## src/rtl/imm_gen_pipe_if.sv

```systemverilog
// Decode-side instruction bus: instruction/tag in, extended immediate/format/tag out,
// each direction with its own valid/ready pair.
interface imm_gen_pipe_if #(
  parameter int XLEN  = 32,
  parameter int TAG_W = 32
);
  logic             in_valid;
  logic             in_ready;
  logic [31:0]      instr;
  logic [TAG_W-1:0] in_tag;
  logic             out_valid;
  logic             out_ready;
  logic [XLEN-1:0]  imm;
  logic [2:0]       fmt;
  logic [TAG_W-1:0] out_tag;

  modport master (
    output in_valid, instr, in_tag, out_ready,
    input  in_ready, out_valid, imm, fmt, out_tag
  );

  modport slave (
    input  in_valid, instr, in_tag, out_ready,
    output in_ready, out_valid, imm, fmt, out_tag
  );
endinterface

```

## src/rtl/imm_gen_pipe.sv

```systemverilog
// RV32I/RV64I immediate generator: combinational decode into a registered output
// stage backed by one skid entry, so upstream sees a registered in_ready.
module imm_gen_pipe #(
  parameter int XLEN  = 32,
  parameter int TAG_W = 32
) (
  input logic           clk,
  input logic           rst_n,
  input logic           flush,
  imm_gen_pipe_if.slave bus
);

  typedef enum logic [1:0] {EMPTY, ONE, TWO} state_e;

  localparam logic [2:0] F_NONE  = 3'd0;
  localparam logic [2:0] F_I     = 3'd1;
  localparam logic [2:0] F_S     = 3'd2;
  localparam logic [2:0] F_B     = 3'd3;
  localparam logic [2:0] F_U     = 3'd4;
  localparam logic [2:0] F_J     = 3'd5;
  localparam logic [2:0] F_SHAMT = 3'd6;

  typedef struct packed {
    logic [XLEN-1:0]  imm;
    logic [2:0]       fmt;
    logic [TAG_W-1:0] tag;
  } ent_t;

  state_e state_q, state_d;
  logic   in_ready_q, in_ready_d;
  ent_t   out_q, out_d;
  ent_t   skid_q, skid_d;
  ent_t   dec;
  logic   accept;

  logic [31:0] ins;
  logic [2:0]  f3;
  assign ins = bus.instr;
  assign f3  = ins[14:12];

  // Signed casts sign-extend to XLEN; unsigned casts zero-extend.
  always_comb begin
    dec     = '0;
    dec.tag = bus.in_tag;
    case (ins[6:0])
      7'b0000011, 7'b1100111: begin
        dec.fmt = F_I;
        dec.imm = XLEN'($signed(ins[31:20]));
      end
      7'b0010011: begin
        if (f3 == 3'b001 || f3 == 3'b101) begin
          dec.fmt = F_SHAMT;
          if (XLEN == 64) dec.imm = XLEN'(ins[25:20]);
          else            dec.imm = XLEN'(ins[24:20]);
        end else begin
          dec.fmt = F_I;
          dec.imm = XLEN'($signed(ins[31:20]));
        end
      end
      7'b0100011: begin
        dec.fmt = F_S;
        dec.imm = XLEN'($signed({ins[31:25], ins[11:7]}));
      end
      7'b1100011: begin
        dec.fmt = F_B;
        dec.imm = XLEN'($signed({ins[31], ins[7], ins[30:25], ins[11:8], 1'b0}));
      end
      7'b0110111, 7'b0010111: begin
        dec.fmt = F_U;
        dec.imm = XLEN'($signed({ins[31:12], 12'b0}));
      end
      7'b1101111: begin
        dec.fmt = F_J;
        dec.imm = XLEN'($signed({ins[31], ins[19:12], ins[20], ins[30:21], 1'b0}));
      end
      default: dec.fmt = F_NONE;
    endcase
  end

  assign accept = bus.in_valid & in_ready_q;

  always_comb begin
    state_d = state_q;
    out_d   = out_q;
    skid_d  = skid_q;
    if (flush) begin
      state_d = EMPTY;
    end else begin
      case (state_q)
        EMPTY: if (accept) begin
          state_d = ONE;
          out_d   = dec;
        end
        ONE: begin
          if (accept && bus.out_ready) begin
            out_d = dec;
          end else if (accept) begin
            state_d = TWO;
            skid_d  = dec;
          end else if (bus.out_ready) begin
            state_d = EMPTY;
          end
        end
        TWO: if (bus.out_ready) begin
          state_d = ONE;
          out_d   = skid_q;
        end
        default: state_d = EMPTY;
      endcase
    end
    in_ready_d = (state_d != TWO);
  end

  always_ff @(posedge clk or negedge rst_n) begin
    if (!rst_n) begin
      state_q    <= EMPTY;
      in_ready_q <= 1'b1;
      out_q      <= '0;
      skid_q     <= '0;
    end else begin
      state_q    <= state_d;
      in_ready_q <= in_ready_d;
      out_q      <= out_d;
      skid_q     <= skid_d;
    end
  end

  assign bus.in_ready  = in_ready_q;
  assign bus.out_valid = (state_q != EMPTY);
  assign bus.imm       = out_q.imm;
  assign bus.fmt       = out_q.fmt;
  assign bus.out_tag   = out_q.tag;

endmodule

```

## src/flat_wrapper.sv

```systemverilog
// flat-port wrapper written by rule: the top's interface ports become plain ports
module imm_gen_pipe_flat 
#(
  parameter int XLEN  = 32,
  parameter int TAG_W = 32
)
  (clk, rst_n, flush, bus_in_valid, bus_instr, bus_in_tag, bus_out_ready, bus_in_ready, bus_out_valid, bus_imm, bus_fmt, bus_out_tag);
  imm_gen_pipe_if #(.XLEN(XLEN), .TAG_W(TAG_W)) bus_i ();
  input logic clk;
  input logic rst_n;
  input logic flush;
  input wire logic [$bits(bus_i.in_valid)-1:0] bus_in_valid;
  input wire logic [$bits(bus_i.instr)-1:0] bus_instr;
  input wire logic [$bits(bus_i.in_tag)-1:0] bus_in_tag;
  input wire logic [$bits(bus_i.out_ready)-1:0] bus_out_ready;
  output wire logic [$bits(bus_i.in_ready)-1:0] bus_in_ready;
  output wire logic [$bits(bus_i.out_valid)-1:0] bus_out_valid;
  output wire logic [$bits(bus_i.imm)-1:0] bus_imm;
  output wire logic [$bits(bus_i.fmt)-1:0] bus_fmt;
  output wire logic [$bits(bus_i.out_tag)-1:0] bus_out_tag;
  assign bus_i.in_valid = bus_in_valid;
  assign bus_i.instr = bus_instr;
  assign bus_i.in_tag = bus_in_tag;
  assign bus_i.out_ready = bus_out_ready;
  assign bus_in_ready = bus_i.in_ready;
  assign bus_out_valid = bus_i.out_valid;
  assign bus_imm = bus_i.imm;
  assign bus_fmt = bus_i.fmt;
  assign bus_out_tag = bus_i.out_tag;
  imm_gen_pipe #(.XLEN(XLEN), .TAG_W(TAG_W)) u_core (.clk(clk), .rst_n(rst_n), .flush(flush), .bus(bus_i));
endmodule
```

## config.mk

```make
export PLATFORM = sky130hd
export DESIGN_NAME = imm_gen_pipe_flat
export DESIGN_NICKNAME = d
export VERILOG_FILES = /design/src/rtl/imm_gen_pipe_if.sv /design/src/rtl/imm_gen_pipe.sv /design/src/flat_wrapper.sv
export SDC_FILE = /design/constraint.sdc
export NUM_CORES = 1
export LEC_CHECK = 0
export CELL_PAD_IN_SITES_DETAIL_PLACEMENT = 0
export CELL_PAD_IN_SITES_GLOBAL_PLACEMENT = 2
export CORE_MARGIN = 2
export CORE_UTILIZATION = 30
export CTS_CLUSTER_SIZE = 10
export DETAILED_ROUTE_END_ITERATION = 8
export PLACE_DENSITY_LB_ADDON = 0.1
export REMOVE_ABC_BUFFERS = 1
export SLEW_MARGIN = 20
export SYNTH_ARGS = -nofsm -noshare
export SYNTH_HDL_FRONTEND = slang
export SYNTH_SLANG_ARGS = --single-unit
```

## constraint.sdc

```tcl
create_clock -name clk -period 2.1 [get_ports clk]
set_input_delay 0.42 -clock clk [delete_from_list [all_inputs] [get_ports clk]]
set_output_delay 0.42 -clock clk [all_outputs]
set_load 0.02 [all_outputs]
```

# Yosys cells after proc, flatten, opt, wreduce, memory -nomap -nowiden
# Index checks and enable logic that the tools add are counted.
[op_classes] bitwise=3 div=0 n_shift=0 eq_ne=16 mux=14 reduce_logical=9 n_lt_le_gt_ge=0 n_mul=0 n_addsub=0
[ops] op="2-to-1 mux 67 bit" n=3
[ops] op="case mux 67 bit (3 select lines)" n=1
[ops] op="case mux 32 bit (6 select lines)" n=1
[ops] op="2-to-1 mux 35 bit" n=1
[ops] op="equality test 7 bit (second input constant)" n=3
[ops] op="case mux 3 bit (6 select lines)" n=1
[ops] op="equality test 7 x 5 -> 1 bit (second input constant)" n=2
[ops] op="equality test 7 x 6 -> 1 bit (second input constant)" n=2
[ops] op="2-to-1 mux 2 bit" n=6
[ops] op="equality test 7 x 2 -> 1 bit (second input constant)" n=1
[ops] op="case mux 2 bit (3 select lines)" n=1
[ops] op="AND reduction 5 bit" n=1
[ops] op="inequality test 2 x 1 -> 1 bit (second input constant)" n=2
[ops] op="inequality test 2 bit (second input constant)" n=2
[ops] op="AND reduction 4 bit" n=1
[ops] op="OR reduction 2 bit" n=2
[ops] op="equality test 3 x 1 -> 1 bit (second input constant)" n=1
[ops] op="equality test 3 bit (second input constant)" n=1
[ops] op="nonzero test 3 bit" n=1
[ops] op="equality test 2 x 1 -> 1 bit (second input constant)" n=1
[ops] op="equality test 2 bit (second input constant)" n=1
[ops] op="logical NOT 2 bit" n=1
[ops] op="NOT 1 bit" n=2
[ops] op="nonzero test 2 bit" n=1
[ops] op="other kinds (3)" n=3
[totals] n_memories=0 ram_bits=0 romBits=0 elab_cells=50 latchBits=0 regBits=137

# Logic depth before layout (Yosys ltp)
# Gate-level depths: netlist of the first run.
[logic_depth] ltp_word=6 ltp_mapped=8

# Worst setup path after synthesis of the first run
# OpenSTA, ideal clock, no wires.
[synth_timing] kind="reg2reg" from="reg u_core.in_ready_q (netlist: u_core.bus.in_ready)" to="reg u_core.out_q, in the netlist u_core.bus.imm[12]" setup_ns=0.144 slack_ns=0.084 arrival_ns=1.872 synth_period_minus_slack_ns=2.016 stages_incl_launch_ff=7 path_buffers=1 path_cell_list="dfstp_2 -> nand3b_4 -> or3b_1 -> o21a_1 -> buf_6 -> a2111oi_4 -> a211oi_1"
[synth_between] elab_chain_len=4 elab_cells_between_ends=5 cone_classes="eq/ne: 2; bitwise: 1; reduce/logical: 2"
[synth_rtl] item="from (decl)" line="imm_gen_pipe.sv:30" source="logic in_ready_q, in_ready_d;"
[synth_rtl] item="from (signal assigned)" line="imm_gen_pipe.sv:122" source="in_ready_q <= in_ready_d;"
[synth_rtl] item="bitwise AND 1 bit (*)" line="imm_gen_pipe.sv:80" source="assign accept = bus.in_valid & in_ready_q;"
[synth_rtl] item="logical AND 1 bit" line="imm_gen_pipe.sv:95" source="if (accept && bus.out_ready) begin"
[synth_rtl] item="inequality test 2 x 1 -> 1 bit (no line)"
[synth_rtl] item="AND reduction 5 bit (no line) (*)"
[synth_rtl] item="to (signal assigned)" line="imm_gen_pipe.sv:123" source="out_q <= out_d;"
[synth_rtl] item="to (decl)" line="imm_gen_pipe.sv:31" source="ent_t out_q, out_d;"
# Every way passes the cells marked *; elsewhere a longest branch is shown, timed or not.
# A chain may end at the register's enable or synchronous reset.

# Final worst setup path of the first run
[layout_timing] from="reg u_core.in_ready_q (netlist: u_core.bus.in_ready)" to="out bus_in_ready"
[layout_rtl] item="to (decl)" line="flat_wrapper.sv:16" source="output wire logic [$bits(bus_i.in_ready)-1:0] bus_in_ready;"
# No word-level cell between the ends.

==> flow_summary.ini, run 1 <==
[global_routing]
grt_pass1_vias = 5361
grt_antenna_before_repair = 0
grt_pass1_wl_um = 29280
overflow = 0
grt_max_degree = 53
grt_usage_pct = 17.59

[timing]
finalCritPeriodShare_pct = 95.15
fmax_mhz = 500.4
tightestPinTransition_ps = 506.8
rsz0062_at_grt = no
finalSetupTns_ps = 0
final_hold_viol_count = 0
max-slew-margin-rel_pct = 66.21
finalSetupViolations = 0
finalWorstSetupSlack_ps = 101.8
fin_skew_ps = 11.61
final-max-slew-violation-count = 0
finalCriticalPeriod_ps = 1998

[critical_path]
max_stage_delay_ps = 610
startpoint_type = flop
critPathKind = reg2out
crit_path_max_fanout = 3
cp.arrival_ps = 1580
worst_path_max_delay_cell = clkdlybuf4s50_1
critPathCaptureType = output port
path_cells = clkdlybuf4s50_1
critPathTopFamily = buffers and inverters
cp.required_ps = 1680
cp_num_buf_inv = 1

[route]
dr.pass1.iters = 4
drt_iter0_drc = 272
route.detailed.drc = 0
wirelength_um = 18100
ant_nets = 0
wl_per_cell_um = 16.33
vias = 5237
vias_per_cell = 4.727

[power]
swShare_pct = 27.16
p_clk_share_pct = 39.8
power_frac_seq_pct = 40.6
p_per_area_nw_per_um2 = 964.1
combPwrFrac_pct = 19.5
power.leakage_nw = 3.754
p_switching_mw = 2.260
ir_drop_mv = 0.5223
p_int_mw = 6.059
total_power_mw = 8.319

[clock_tree]
ctsRootBufferMaster = clkbuf_16
clkTransAtPathRegs_ps = 60
cts_tree = yes
insertion_delay_ps = 420
cts_setup_buffers = 0
cts_made_buffers = 17
htreeDepth = 4
cts_sinks = 137
clockBufferDepth = 2

[final_layout]
utilization_pct = 44.19
syn2layout_area_growth_pct = 44.18
nFillCells = 1888
fin_cells = 1108
drive_gt1_share_pct = 12.22
antennaDiodeCount = 0
nets = 899

[placed_design]
dp_hpwl_um = 11980
port_buffers = 137
dp.cells = 1075
post-place-ws_ps = -304.5
gp_congestion = 0.8267

[logic_synthesis]
syn_area_per_cell_um2 = 8.999
yosysTopAreaCell = dfrtp_1
synth_cell_types = 44
synth.area.top_cells = dfrtp_1 (57%), nand2_1 (13%), nor2_1 (4.4%)
ys_seq_elements = 137
syn_area_um2 = 5984
syn-instance-count = 665
yosysSeqAreaShare_pct = 57.31
yosys.area.top_type_share_pct = 56.87
yosys_warnings = 0

[floorplanning]
dieWidth_um = 145.2
core-area_um2 = 19530
die_area_um2 = 21090
rows = 51
pin_count = 138
die_y_um = 145.2
start_util_pct = 30.65

[job]
drv_cap = 0

[min_path]
hold_path_class = reg2reg

[outcome]
status = finished, final reports clean
-- final timing paths --
| path | start | to | slack [ps] | depth (start not counted) |
|---|---|---|---|---|
| setup / recovery | u_core.bus.in_ready$_DFF_PN1_ | bus_in_ready | 100 | 1 |
| hold / removal | u_core.skid_q[2]$_DFFE_PN0P_ | u_core.skid_q[2]$_DFFE_PN0P_ | 470 | 2 |
| setup reg to reg | u_core.bus.in_ready$_DFF_PN1_ | u_core.bus.imm[27]$_DFFE_PN0P_ | 120 | 7 |
| hold reg to reg | u_core.skid_q[2]$_DFFE_PN0P_ | u_core.skid_q[2]$_DFFE_PN0P_ | 470 | 2 |
| max in group asynchronous | rst_n | u_core.bus.in_ready$_DFF_PN1_ | 900 | 3 |
| min in group asynchronous | rst_n | u_core.bus.out_tag[24]$_DFFE_PN0P_ | 520 | 2 |
-- cells in the mapped netlist (all sizes together) --
cell / instances
o22ai: 1
or3b: 1
a211oi: 19
a21oi: 21
o211ai: 15
nor2: 70
nand3b: 2
nand4bb: 1
nand4: 6
a21o: 1
clkbuf: 32
nand2: 215
a22oi: 4
nor4b: 1
buf: 15
o21ai: 14
and2b: 1
and2: 1
nor4: 1
a2111oi: 1
dfrtp: 136
and3b: 1
a31o: 2
mux2: 2
nor2b: 2
nor3: 24
nand3: 22
dfstp: 1
nand2b: 6
a31oi: 32
o21a: 3
a221oi: 1
or2: 2
or3: 1
xnor2: 1
inv: 1
a22o: 6
-- state kept, by name (all words and copies together) (netlist names) --
register	count
u_core.bus.fmt	3
u_core.bus.in_ready	1
u_core.skid_q	67
u_core.state_q	2
u_core.bus.out_tag	32
u_core.bus.imm	32
-- area by class of cell --
class | instances | area, um2 | share of cell area [%]
tap | 265 | 331.6 | 3.843
clock inverter | 9 | 158.9 | 1.842
sequential | 137 | 3430 | 39.75
timing repair buffer | 193 | 1844 | 21.37
multi-input combinational | 480 | 2362 | 27.38
clock buffer | 23 | 498.0 | 5.771
inverter | 1 | 3.754 | 0.04350
-- kinds of logic after synthesis --
kind of cell              synth area share (%)
xor gates and xnor gates                0.1464
buffers and inverters                    3.533
and+or+nand+nor                          25.15
DFF                                      57.31
AOI/OAI and AO/OA                        13.49
muxes                                   0.3763
-- power by group through the flow --
stage | Clock (mW) | Combinational [mW] | Sequential (mW)
5_1_grt | 3.53 | 1.78 | 3.44
4_1_cts | 3.40 | 1.65 | 3.38
2_1_floorplan | 0 | 0.529 | 3.62
3_3_place_gp | 0 | 1.62 | 3.41
6_report | 3.31 | 1.63 | 3.38
3_5_place_dp | 0 | 1.65 | 3.42
-- stage by stage --
step	instance area (um2)	hold slack, ps
after floorplan	5777	124.4
after global placement	7963	407.5
after detailed placement	7963	407.4
after CTS	8628	476.3
after global routing	8628	493.9
final	8628	471.3
-- what timing repair did --
item                                    in CTS  in global routing
hold buffers                                 1                  0
gates resized for setup                      1                  0
endpoints found under the setup margin       1                  0
endpoints found under the hold margin       48                  0
-- metal layers --
metal / vias to the layer above / part of all wire (%) / global-route usage (%)
met1: 2515 / 45 / 23.15
met5: - / 0 / 0
met4: 0 / 0.65 / 6.029
met2: 131 / 49 / 28.77
li1: 2583 / - / -
met3: 8 / 4.4 / 3.774
-- placed cells by master (no fill, tap or decap), drive strengths merged, types with 21 or more instances in the layout --
cell type and instances:
nor3 24, a31oi 32, clkdlybuf4s50 135, dfrtp 136
nor2 70, nand3 22, clkbuf 23, buf 56
a21oi 21, nand2 215
Note: power is estimated with default switching activity, not from simulation.
==> inputs of run 2 (changes only) <==
Settings changed: CORE_MARGIN 2 to 5.
==> run 2 against run 1 <==
Power fell by 4.4%. Register-to-register slack hardly changed. Combinational power is essentially flat. Final cell count shrank 0.27%. Count of clock-buffer cells in the layout shrank 5.
==> flow_summary.ini, run 2 (synthesis results as in run 1) <==
[timing]
final-max-slew-violation-count = 0
finalSetupViolations = 0
fmax_mhz = 500.3
rsz0062_at_grt = no
tightestPinTransition_ps = 504.2
finalWorstSetupSlack_ps = 101.4
finalCriticalPeriod_ps = 1999
final_hold_viol_count = 0
finalCritPeriodShare_pct = 95.17
fin_skew_ps = 6.605
max-slew-margin-rel_pct = 66.38
finalSetupTns_ps = 0

[placed_design]
post-place-ws_ps = -289.7
dpl_cell_area_um2 = 8040
gp_congestion = 0.7989
dp_hpwl_um = 12740
dp.cells = 1072
port_buffers = 137

[final_layout]
fin_cells = 1105
top_register = u_core.skid_q
utilization_pct = 44.18
final_area_um2 = 8627
nets = 896
nFillCells = 1939
final_common_cell = nand2_1
final_cell_mix = nand2_1 (215), dfrtp_1 (136), clkdlybuf4s50_1 (135)
syn2layout_area_growth_pct = 44.16
largest_reg_flops = 67
drive_gt1_share_pct = 12.02
antennaDiodeCount = 0

[floorplanning]
die_y_um = 151.2
core-area_um2 = 19530
start_util_pct = 30.65
dieWidth_um = 151.2
die_area_um2 = 22870
rows = 51
pin_count = 138

[min_path]
hold_end = u_core.skid_q[2]$_DFFE_PN0P_
hold_path_depth = 2
hold_path_class = reg2reg
holdCritStartpoint = u_core.skid_q[2]$_DFFE_PN0P_

[critical_path]
max_stage_delay_ps = 610
regToRegStartpoint = u_core.bus.in_ready$_DFF_PN1_
startpoint_type = flop
critPathKind = reg2out
worstRegToRegCells = 7
cp.required_ps = 1680
ff2ff_setup_slack_ps = 130
worstReg2RegEnd = u_core.bus.imm[27]$_DFFE_PN0P_
cp_num_buf_inv = 1
crit_path_max_fanout = 3
critPathCaptureType = output port
path_cells = clkdlybuf4s50_1
critPathTopFamily = buffers and inverters
cp.arrival_ps = 1580
worst_path_max_delay_cell = clkdlybuf4s50_1

[global_routing]
grt_antenna_before_repair = 0
grt_usage_pct = 17.02
grt_pass1_vias = 5655
overflow = 0
grt_pass1_wl_um = 30380
grt_max_degree = 50

[route]
dr.pass1.iters = 5
drt_iter0_drc = 240
vias_per_cell = 4.843
route.detailed.drc = 0
vias = 5351
wirelength_um = 18650
ant_nets = 0
wl_per_cell_um = 16.88

[outcome]
status = finished, final reports clean

[clock_tree]
htreeDepth = 4
clkTransAtPathRegs_ps = 60
cts_sinks = 137
clockBufferDepth = 2
ctsRootBufferMaster = clkbuf_16
insertion_delay_ps = 410
cts_made_buffers = 17
cts_tree = yes

[job]
drv_cap = 0

[power]
p_int_mw = 5.599
power.leakage_nw = 3.736
swShare_pct = 29.58
ir_drop_mv = 0.5615
combPwrFrac_pct = 20.8
p_clk_share_pct = 36.8
p_switching_mw = 2.352
p_per_area_nw_per_um2 = 921.7
power_frac_seq_pct = 42.4
[run 2: cell count changes in the layout (fill, tap and decap cells not counted), sizes merged]
cell | previous run | this run
buf | 56 | 53
bufinv | 4 | 1
clkbuf | 23 | 18
clkinv | 2 | 5
clkinvlp | 1 | 3
inv | 3 | 6
[run 2: routing by layer]
layer	global-route usage, %	up-vias	routed length [um]
met3	3.531	20	1046
li1	-	2580	-
met5	0	-	0
met1	22.19	2604	8540
met4	5.938	0	246
met2	28.07	147	8814
[run 2: worst max-delay path by stage]
stage / depth (start not counted) / end / from
after global placement: 8 / u_core.bus.imm[28]$_DFFE_PN0P_ / bus_in_valid
after floorplan: 4 / u_core.bus.fmt[0]$_DFFE_PN0P_ / u_core.state_q[0]$_DFF_PN0_
after CTS: 1 / bus_in_ready / u_core.bus.in_ready$_DFF_PN1_
after global routing: 7 / u_core.bus.imm[30]$_DFFE_PN0P_ / u_core.bus.in_ready$_DFF_PN1_
after detailed placement: 8 / u_core.bus.imm[27]$_DFFE_PN0P_ / bus_in_valid
final: 1 / bus_in_ready / u_core.bus.in_ready$_DFF_PN1_
[run 2: timing repair]
action / CTS / global route
setup buffers: 0 / 0
hold buffers: 1 / 0
endpoints found under the hold margin: 45 / 0
resized for setup: 1 / 0
endpoints found under the setup margin: 1 / 0
[run 2: power groups by stage]
| stage | logic (mW) | clock network [mW] | registers [mW] |
|---|---|---|---|
| 2_1_floorplan | 0.529 | 0 | 3.62 |
| 6_report | 1.65 | 2.93 | 3.37 |
| 4_1_cts | 1.69 | 3.00 | 3.38 |
| 3_5_place_dp | 1.68 | 0 | 3.42 |
| 3_3_place_gp | 1.64 | 0 | 3.41 |
| 5_1_grt | 1.83 | 3.13 | 3.43 |
[run 2: layout make-up]
type | instances | area, um2 | share of cell area [%]
Inverter | 1 | 3.754 | 0.04351
Sequential cell | 137 | 3430 | 39.75
Tap cell | 265 | 331.6 | 3.843
Multi-Input combinational cell | 480 | 2362 | 27.38
Timing Repair Buffer | 190 | 1922 | 22.28
Clock buffer | 18 | 439.2 | 5.091
Clock inverter | 14 | 138.9 | 1.610
[run 2: stage by stage]
stage	hold WS, ps	power, mW
detailed placement	417.9	5.094
CTS	479.8	8.063
global placement	412.5	5.053
floorplan	124.4	4.151
global route	492.8	8.397
finish	474.2	7.951
